[src/rtl/cache_pkg.sv]
// Shared types and default geometry for the direct-mapped instruction cache.
package cache_pkg;

  typedef enum logic [1:0] {
    IDLE     = 2'd0,
    MEM_READ = 2'd1,
    FLUSH    = 2'd2
  } cache_state_t;

  localparam int DEF_ADDR_W      = 32;
  localparam int DEF_NUM_SETS    = 8;
  localparam int DEF_BLOCK_WORDS = 4;

  localparam int OFFSET_W = $clog2(DEF_BLOCK_WORDS);
  localparam int INDEX_W  = $clog2(DEF_NUM_SETS);
  localparam int TAG_W    = DEF_ADDR_W - 2 - OFFSET_W - INDEX_W;
  localparam int BLOCK_W  = 32 * DEF_BLOCK_WORDS;

  // addi x0, x0, 0
  localparam logic [31:0] NOP = 32'h0000_0013;

endpackage

[src/rtl/icache_line_array.sv]
// Valid/tag/data storage: one block write port, global valid clear, combinational read by index.
module icache_line_array #(
  parameter int NUM_SETS    = 8,
  parameter int BLOCK_WORDS = 4,
  parameter int INDEX_BITS  = 3,
  parameter int TAG_BITS    = 25
) (
  input  logic                          clk,
  input  logic                          reset,
  input  logic                          clear_all,
  input  logic                          wr_en,
  input  logic [INDEX_BITS-1:0]         wr_index,
  input  logic [TAG_BITS-1:0]           wr_tag,
  input  logic [BLOCK_WORDS-1:0][31:0]  wr_data,
  input  logic [INDEX_BITS-1:0]         rd_index,
  output logic                          rd_valid,
  output logic [TAG_BITS-1:0]           rd_tag,
  output logic [BLOCK_WORDS-1:0][31:0]  rd_data
);

  logic [NUM_SETS-1:0]              valid;
  logic [TAG_BITS-1:0]              tag_mem  [NUM_SETS];
  logic [BLOCK_WORDS-1:0][31:0]     data_mem [NUM_SETS];

  // Only the valid bits carry reset; clear wins over a same-cycle write.
  always_ff @(posedge clk) begin
    if (!reset) begin
      valid <= '0;
    end else if (clear_all) begin
      valid <= '0;
    end else if (wr_en) begin
      valid[wr_index] <= 1'b1;
    end
  end

  always_ff @(posedge clk) begin
    if (wr_en) begin
      tag_mem[wr_index]  <= wr_tag;
      data_mem[wr_index] <= wr_data;
    end
  end

  assign rd_valid = valid[rd_index];
  assign rd_tag   = tag_mem[rd_index];
  assign rd_data  = data_mem[rd_index];

endmodule

[src/rtl/instruction_cache.sv]
// Direct-mapped read-only instruction cache: zero-latency hits, whole-block refill on miss, flush.
module instruction_cache
  import cache_pkg::*;
#(
  parameter int ADDR_W      = DEF_ADDR_W,
  parameter int NUM_SETS    = DEF_NUM_SETS,
  parameter int BLOCK_WORDS = DEF_BLOCK_WORDS
) (
  input  logic                                   clk,
  input  logic                                   reset,
  input  logic [ADDR_W-1:0]                      address,
  input  logic                                   read,
  input  logic                                   flush,
  output logic [31:0]                            instruction,
  output logic                                   busywait,
  output logic                                   mem_read,
  output logic [ADDR_W-3-$clog2(BLOCK_WORDS):0]  mem_address,
  input  logic [32*BLOCK_WORDS-1:0]              mem_readdata,
  input  logic                                   mem_busywait,
  output cache_state_t                           dbg_state
);

  localparam int OFFSET_BITS = $clog2(BLOCK_WORDS);
  localparam int INDEX_BITS  = $clog2(NUM_SETS);
  localparam int BADDR_W     = ADDR_W - 2 - OFFSET_BITS;
  localparam int TAG_BITS    = BADDR_W - INDEX_BITS;

  // Handshake: busywait high means the fetch unit must hold and retry; mem_read stays high
  // with a stable mem_address until the cycle mem_busywait is low, which completes the fill.

  cache_state_t                 state, next_state;
  logic                         flush_pending, flush_pending_next;
  logic [BADDR_W-1:0]           block_q;
  logic [31:0]                  instr_q;
  logic [OFFSET_BITS-1:0]       offset;
  logic [INDEX_BITS-1:0]        index;
  logic [TAG_BITS-1:0]          tag;
  logic                         rd_valid;
  logic [TAG_BITS-1:0]          rd_tag;
  logic [BLOCK_WORDS-1:0][31:0] rd_data;
  logic [BLOCK_WORDS-1:0][31:0] fill_data;
  logic                         hit, take_hit, latch_miss, fill, clear_all;
  logic [31:0]                  hit_word;
  logic [1:0]                   unused_addr_bits;

  assign offset           = address[OFFSET_BITS+1:2];
  assign index            = address[OFFSET_BITS+2 +: INDEX_BITS];
  assign tag              = address[ADDR_W-1 -: TAG_BITS];
  assign unused_addr_bits = address[1:0];
  assign fill_data        = mem_readdata;
  assign hit_word         = rd_data[offset];

  assign hit         = (state == IDLE) && read && rd_valid && (rd_tag == tag);
  assign take_hit    = hit && !flush;
  assign instruction = take_hit ? hit_word : instr_q;
  assign mem_address = block_q;
  assign dbg_state   = state;

  icache_line_array #(
    .NUM_SETS    (NUM_SETS),
    .BLOCK_WORDS (BLOCK_WORDS),
    .INDEX_BITS  (INDEX_BITS),
    .TAG_BITS    (TAG_BITS)
  ) u_lines (
    .clk       (clk),
    .reset     (reset),
    .clear_all (clear_all),
    .wr_en     (fill),
    .wr_index  (block_q[INDEX_BITS-1:0]),
    .wr_tag    (block_q[BADDR_W-1 -: TAG_BITS]),
    .wr_data   (fill_data),
    .rd_index  (index),
    .rd_valid  (rd_valid),
    .rd_tag    (rd_tag),
    .rd_data   (rd_data)
  );

  always_ff @(posedge clk) begin
    if (!reset) begin
      state         <= IDLE;
      flush_pending <= 1'b0;
      instr_q       <= '0;
      block_q       <= '0;
    end else begin
      state         <= next_state;
      flush_pending <= flush_pending_next;
      if (take_hit)   instr_q <= hit_word;
      if (latch_miss) block_q <= address[ADDR_W-1 -: BADDR_W];
    end
  end

  always_comb begin
    next_state         = state;
    flush_pending_next = flush_pending;
    busywait           = 1'b0;
    mem_read           = 1'b0;
    latch_miss         = 1'b0;
    fill               = 1'b0;
    clear_all          = 1'b0;
    case (state)
      IDLE: begin
        if (flush) begin
          busywait   = 1'b1;
          next_state = FLUSH;
        end else if (read && !hit) begin
          busywait   = 1'b1;
          latch_miss = 1'b1;
          next_state = MEM_READ;
        end
      end
      MEM_READ: begin
        mem_read = 1'b1;
        busywait = 1'b1;
        if (flush) flush_pending_next = 1'b1;
        // A flush seen during the fill must also discard the line being filled.
        if (!mem_busywait) begin
          fill       = 1'b1;
          next_state = (flush_pending || flush) ? FLUSH : IDLE;
        end
      end
      FLUSH: begin
        busywait   = 1'b1;
        clear_all  = 1'b1;
        next_state = IDLE;
      end
      default: next_state = IDLE;
    endcase
    if (next_state == FLUSH) flush_pending_next = 1'b0;
    if (!reset) begin
      busywait   = 1'b0;
      mem_read   = 1'b0;
      latch_miss = 1'b0;
      fill       = 1'b0;
      clear_all  = 1'b0;
    end
  end

endmodule

[config.mk]
export PLATFORM = sky130hd
export DESIGN_NAME = instruction_cache
export DESIGN_NICKNAME = d
export VERILOG_FILES = /design/src/rtl/cache_pkg.sv /design/src/rtl/icache_line_array.sv /design/src/rtl/instruction_cache.sv
export SDC_FILE = /design/constraint.sdc
export NUM_CORES = 1
export LEC_CHECK = 0
export CORE_ASPECT_RATIO = 0.7
export CORE_MARGIN = 10
export CORE_UTILIZATION = 32
export CTS_CLUSTER_SIZE = 12
export DETAILED_ROUTE_END_ITERATION = 6
export GPL_ROUTABILITY_DRIVEN = 1
export GPL_TIMING_DRIVEN = 1
export SLEW_MARGIN = 20
export SYNTH_ARGS = -nofsm -noshare
export SYNTH_HDL_FRONTEND = slang
export SYNTH_HIERARCHICAL = 1
export SYNTH_SLANG_ARGS = --single-unit
[constraint.sdc]
create_clock -name clk -period 26.9 [get_ports clk]
set_input_delay 2.69 -clock clk [delete_from_list [all_inputs] [get_ports clk]]
set_output_delay 2.69 -clock clk [all_outputs]
set_load 0.1 [all_outputs]
After elaboration in Yosys (flattened, before gate mapping)
Memory sizes are Yosys's and may differ from the RTL's.
Cells that the tools add are included.
Word-level totals
  flip-flop bits (word level): 71
  RAM bits: 1224
  input port bits: 165
  word-level logic and storage cells: 59
  memories: 2
Operators by class
  order comparisons: 4
  eq/ne operators: 4
  mux-type cells: 28
  bitwise logic cells: 2
  reduce and logical (&&, ||, !) cells: 14
Memory list
  u_lines.data_mem: words 8, bits a word 128, read ports 1, clocked after memory_dff 0, wr ports 1, RTL line icache_line_array.sv:23  | logic [BLOCK_WORDS-1:0][31:0] data_mem [NUM_SETS];
  u_lines.tag_mem: words 8, bits a word 25, read ports 1, clocked after memory_dff 0, wr ports 1, RTL line icache_line_array.sv:22  | logic [TAG_BITS-1:0] tag_mem [NUM_SETS];
Operators by type and width (count)
  binary-select mux 32 bit (select 2 bit): 1
  2-to-1 mux 32 bit: 2
  == test 25 bit: 1
  2-to-1 mux 1 bit: 17
  < comparator 3 x 4 -> 1 bit, second input constant: 2
  2-to-1 mux 2 bit: 4
  bitwise OR 8 bit: 1
  logical AND 1 bit: 6
  OR reduction 2 bit: 3
  == test 2 bit, second input constant: 2
  case mux 2 bit (2 select lines): 1
  binary-select mux 1 bit (select 3 bit): 1
  demux 1 bit (select 3 bit): 1
  >= comparator 3 x 1 -> 1 bit, second input constant: 1
  < comparator 2 x 3 -> 1 bit, second input constant: 1
  == test 2 x 1 -> 1 bit, second input constant: 1
  logical NOT 1 bit: 2
  logical NOT 2 bit: 1
  case mux 1 bit (2 select lines): 1
  AND reduction 2 bit: 1
  logical OR 1 bit: 1
  NOT 1 bit: 1

Longest topological paths before layout
  depth in word-level cells: 11
  mapped depth: 12
  mapped depth without buffers: 7

Cells and area by module
Netlist, hierarchy kept.
By module, submodules not included
  icache_line_array: instances 1, cells an instance 1810, area an instance 46256.9 um^2, seq. area each 36915.4 um^2
  instruction_cache: instances 1, cells an instance 420, area an instance 4145.2 um^2, seq. area each 1261.2 um^2

Least setup slack after synthesis
Ideal clock, no wire load.
  path kind: input-to-reg
  start point: input port reset
  end point: memory u_lines/data_mem[1][0] (netlist bit) (enable)
  library setup time: 1.048 ns
  arrival time: 18.341 ns
  required time: 25.852 ns
  setup slack: 7.510 ns
  stages: 6
  path buffers: 4
  cell sequence: clkbuf_1 > clkbuf_1 > clkbuf_1 > and2_1 > clkbuf_1 > nor4bb_1
Between the ends
  word-level cells in the longest chain between the ends: 3
RTL lines
  start: declaration: RTL line instruction_cache.sv:10  | input logic reset,
  2-to-1 mux 1 bit: RTL line instruction_cache.sv:129  | if (!reset) begin
  via fill: RTL line instruction_cache.sv:42  | logic hit, take_hit, latch_miss, fill, clear_all;
  2-to-1 mux 1 bit: RTL line icache_line_array.sv:37  | if (wr_en) begin
  2-to-1 mux 1 bit (implied by the code): RTL line icache_line_array.sv:39  | data_mem[wr_index] <= wr_data;
  end: declaration: RTL line icache_line_array.sv:23
The timed path passes the listed nets, and every way through them passes these cells.

Worst setup path after layout
  start point: input port address[6]
  end point: output port instruction[26]
Between the ends
  elaborated cells between the ends (all ways): 11
  classes of those cells: eq/ne (1); mux (5); reduce/logical (3); memory (2)
RTL lines
  start: declaration: RTL line instruction_cache.sv:11  | input logic [ADDR_W-1:0] address,
  memory (8 x 25 bit)
  via rd_tag[23]: RTL line instruction_cache.sv:39  | logic [TAG_BITS-1:0] rd_tag;
  == test 25 bit: RTL line instruction_cache.sv:53  | assign hit = (state == IDLE) && read && rd_valid && (rd_tag == tag);
  logical AND 1 bit: RTL line instruction_cache.sv:53
  logical AND 1 bit: RTL line instruction_cache.sv:54  | assign take_hit = hit && !flush;
  2-to-1 mux 32 bit
  end: declaration: RTL line instruction_cache.sv:14  | output logic [31:0] instruction,
The timed path passes the listed nets, and every way through them passes these cells. The select of a mux whose other input is x is not followed.

==> reports/results.tsv <==
stage	metric	value	unit
outcome	status	completed	
sta	finClkSkew	0.03093	ns
floorplanning	die_area	174000	um2
sta	worst_pin_slew	1.156	ns
sta	setup_viol	0	
critical_path	reg2reg_from	dbg_state[1]	
placed_design	port_buffers	226	
pwr	power.total	0.004216	W
synthesis	async_flop_share	0	
drt	dr.pass1.iters	5	
layout	layout_commonest_cell	edfxtp_1	
synthesis	yosysSeqAreaShare	0.7574	
clock_tree	postCtsHoldBufs	0	
sta	fin_tns_setup	0	ns
critical_path	startpoint	address[6]	
critical_path	worstSetupStartpointType	input pin	
min_path	hp-class	reg -> reg	
drt	final_antenna_net_count	0	
sta	rsz0062_at_grt	no	
pwr	p_leak	18.77	nW
run	max_cap_viol_count	0	
drt	wire_per_inst	25.92	um
synthesis	yosysWarnings	6	
clock_tree	ctsResizeCount	0	
synthesis	yosysUniqueCellTypes	38	
clock_tree	cts_tree	yes	
floorplanning	num_io_pins	229	
sta	hold_viol	0	
synthesis	synth_ff_type	edfxtp_1	
synthesis	synth-simple-area-share	0.01465	
clock_tree	clk_latency	0.77	ns
synthesis	synth_compound_area_frac	0.006057	
pwr	peakVddDrop	0.05955	mV
critical_path	path_class	in -> out	
critical_path	cp.required	24.21	ns
synthesis	synth-seq-cells	1295	
synthesis	synth_nets	2399	
clock_tree	clk_pin_slew	0.06	ns
sta	slew_headroom	0.2271	
synthesis	synth_top_family_by_area	multiplexers	
layout	fin_nets	2674	
critical_path	end_kind	primary output	
placed_design	gp_congestion	0.7407	
layout	drive_above_1_share	0.2932	
pwr	powerDensity	71.14	nW/um2
clock_tree	post-cts-setup-buffers	0	
drt	drtIter0Drc	1994	
global_route	grt_use_total	0.1380	
synthesis	synthAdderAreaFrac	0.0009930	
global_route	grt_pass1_wl	176700	um
drt	drc	0	
clock_tree	numCtsBuffers	137	
layout	final_cell_mix	edfxtp_1 (1224), mux4_2 (340), clkdlybuf4s50_1 (216)	
global_route	gr-total-overflow	0	
floorplanning	coreArea	155900	um2
sta	fmax	89.83	MHz
floorplanning	initial_utilization	0.3232	
synthesis	synth.cell_area	50400	um2
clock_tree	cts_buffer_depth	3	
critical_path	cp.arrival	8.44	ns
global_route	antenna_found_initial	40	
sta	finalCritPeriodShare	0.4138	
synthesis	synthXorXnorAreaFrac	0.004344	
clock_tree	clockRootBuffer	clkbuf_16	
floorplanning	die_w	494.4	um
drt	routed-via-count	23340	
critical_path	path_max_fanout	123	
global_route	grt_max_degree	124	
synthesis	synth_edf_count	1224	
synthesis	syn_avg_cell_area	22.60	um2
floorplanning	die_h	352.0	um
min_path	min_from	u_lines/valid[0]	
layout	syn_to_final_growth	17.60	%
clock_tree	htreeDepth	4	
drt	via_per_inst	4.965	
drt	finalWirelength	121800	um
synthesis	synthMuxAreaShare	0.2021	
sta	final_max_slew_viol_count	0	
sta	finalCriticalPeriod	11.13	ns
floorplanning	num_rows	121	
global_route	first_global_vias	24850	
synthesis	netlist_instances	2230	
clock_tree	clkSinkCount	1295	
placed_design	hpwl	65720	um
-- stage by stage --
stage,setup slack [ns],area (um2),instances,hold WS (ns),utilization
6_report,15.77,59270,4700,0.4500,0.3801
5_1_grt,15.45,59260,4697,0.4853,0.3801
4_1_cts,15.67,59220,4692,0.4540,0.3798
3_5_place_dp,15.70,54990,4456,0.4451,0.3526
3_3_place_gp,15.55,54990,4456,0.4416,0.3527
2_1_floorplan,7.510,50400,2230,0.4223,-
-- power breakdown --
part	switching, W	internal [W]	total [W]
Sequential	0.00000718	0.00221	0.00222
Combinational	0.000119	0.000101	0.000220
Clock	0.000756	0.00102	0.00178
-- worst max-delay path: stages --
cell,delay [ns]
buf_8,0.74
buf_4,0.83
mux4_2,0.43
mux2_2,0.30
xnor2_1,0.15
nand4_1,0.14
nor4_2,0.44
nand4_1,0.21
buf_4,0.37
buf_4,0.44
mux2_4,0.29
clkdlybuf4s50_1,1.24
-- cells by family after synthesis --
| family | after synthesis |
|---|---|
| buffers and inverters | 138 |
| AO/OA/AOI/OAI | 48 |
| flip-flops | 1295 |
| adder cells (fa/ha/maj) | 4 |
| XOR/XNOR | 25 |
| AND/OR/NAND/NOR | 161 |
| multiplexers | 559 |
-- Yosys cell counts (all sizes together) (2+ instances only) --
library cell | number | area share
edfxtp | 1224 | 0.73
mux4 | 340 | 0.15
mux2 | 187 | 0.044
nand2 | 101 | 0.0075
buf | 74 | 0.0096
dfxtp | 71 | 0.028
clkbuf | 51 | 0.0038
mux2i | 32 | 0.0064
nand3 | 31 | 0.0031
o22ai | 28 | 0.0035
xnor2 | 21 | 0.0036
inv | 13 | 0.00097
a21oi | 8 | 0.00079
nand4 | 7 | 0.00087
and2 | 4 | 0.00050
ha | 4 | 0.00099
xor2 | 4 | 0.00070
nand4b | 3 | 0.00052
nor2 | 3 | 0.00022
o21ai | 3 | 0.00030
a21o | 2 | 0.00030
a31oi | 2 | 0.00025
and3 | 2 | 0.00025
nand2b | 2 | 0.00025
nor2b | 2 | 0.00025
nor4 | 2 | 0.00037
nor4bb | 2 | 0.00040
o21ba | 2 | 0.00040
-- area by class of cell --
cell class	instances	area, um2
antenna	7	17.52
clock buffer	193	3774
clock inverter	43	460.4
fill	13830	96670
inverter	13	73.82
multi-input combinational	797	11550
sequential	1295	38180
tap	2091	2616
timing repair buffer	261	2600
-- final timing paths --
kind,end,cells after the start,slack [ns]
hold reg to reg,u_lines/valid[0],2,0.45
setup / recovery,instruction[26],12,15.77
hold / removal,u_lines/valid[0],2,0.45
setup reg to reg,u_lines/data_mem[2][34],8,22.44
-- layer usage --
metal  share of wire  vias to the layer above  global-route usage
met5          0.0016                        -                   0
met4           0.019                       34             0.03875
met3           0.063                      211             0.03510
met2            0.50                      670              0.2300
met1            0.42                    12510              0.1780
li1                -                     9913                   -
-- flip-flops by register name (all words and copies together), names as in the netlist --
signal            flops
u_lines/data_mem   1024
u_lines/valid         8
instr_q              32
flush_pending         1
dbg_state             2
u_lines/tag_mem     200
mem_address          28
(Power assumes the default switching activity.)
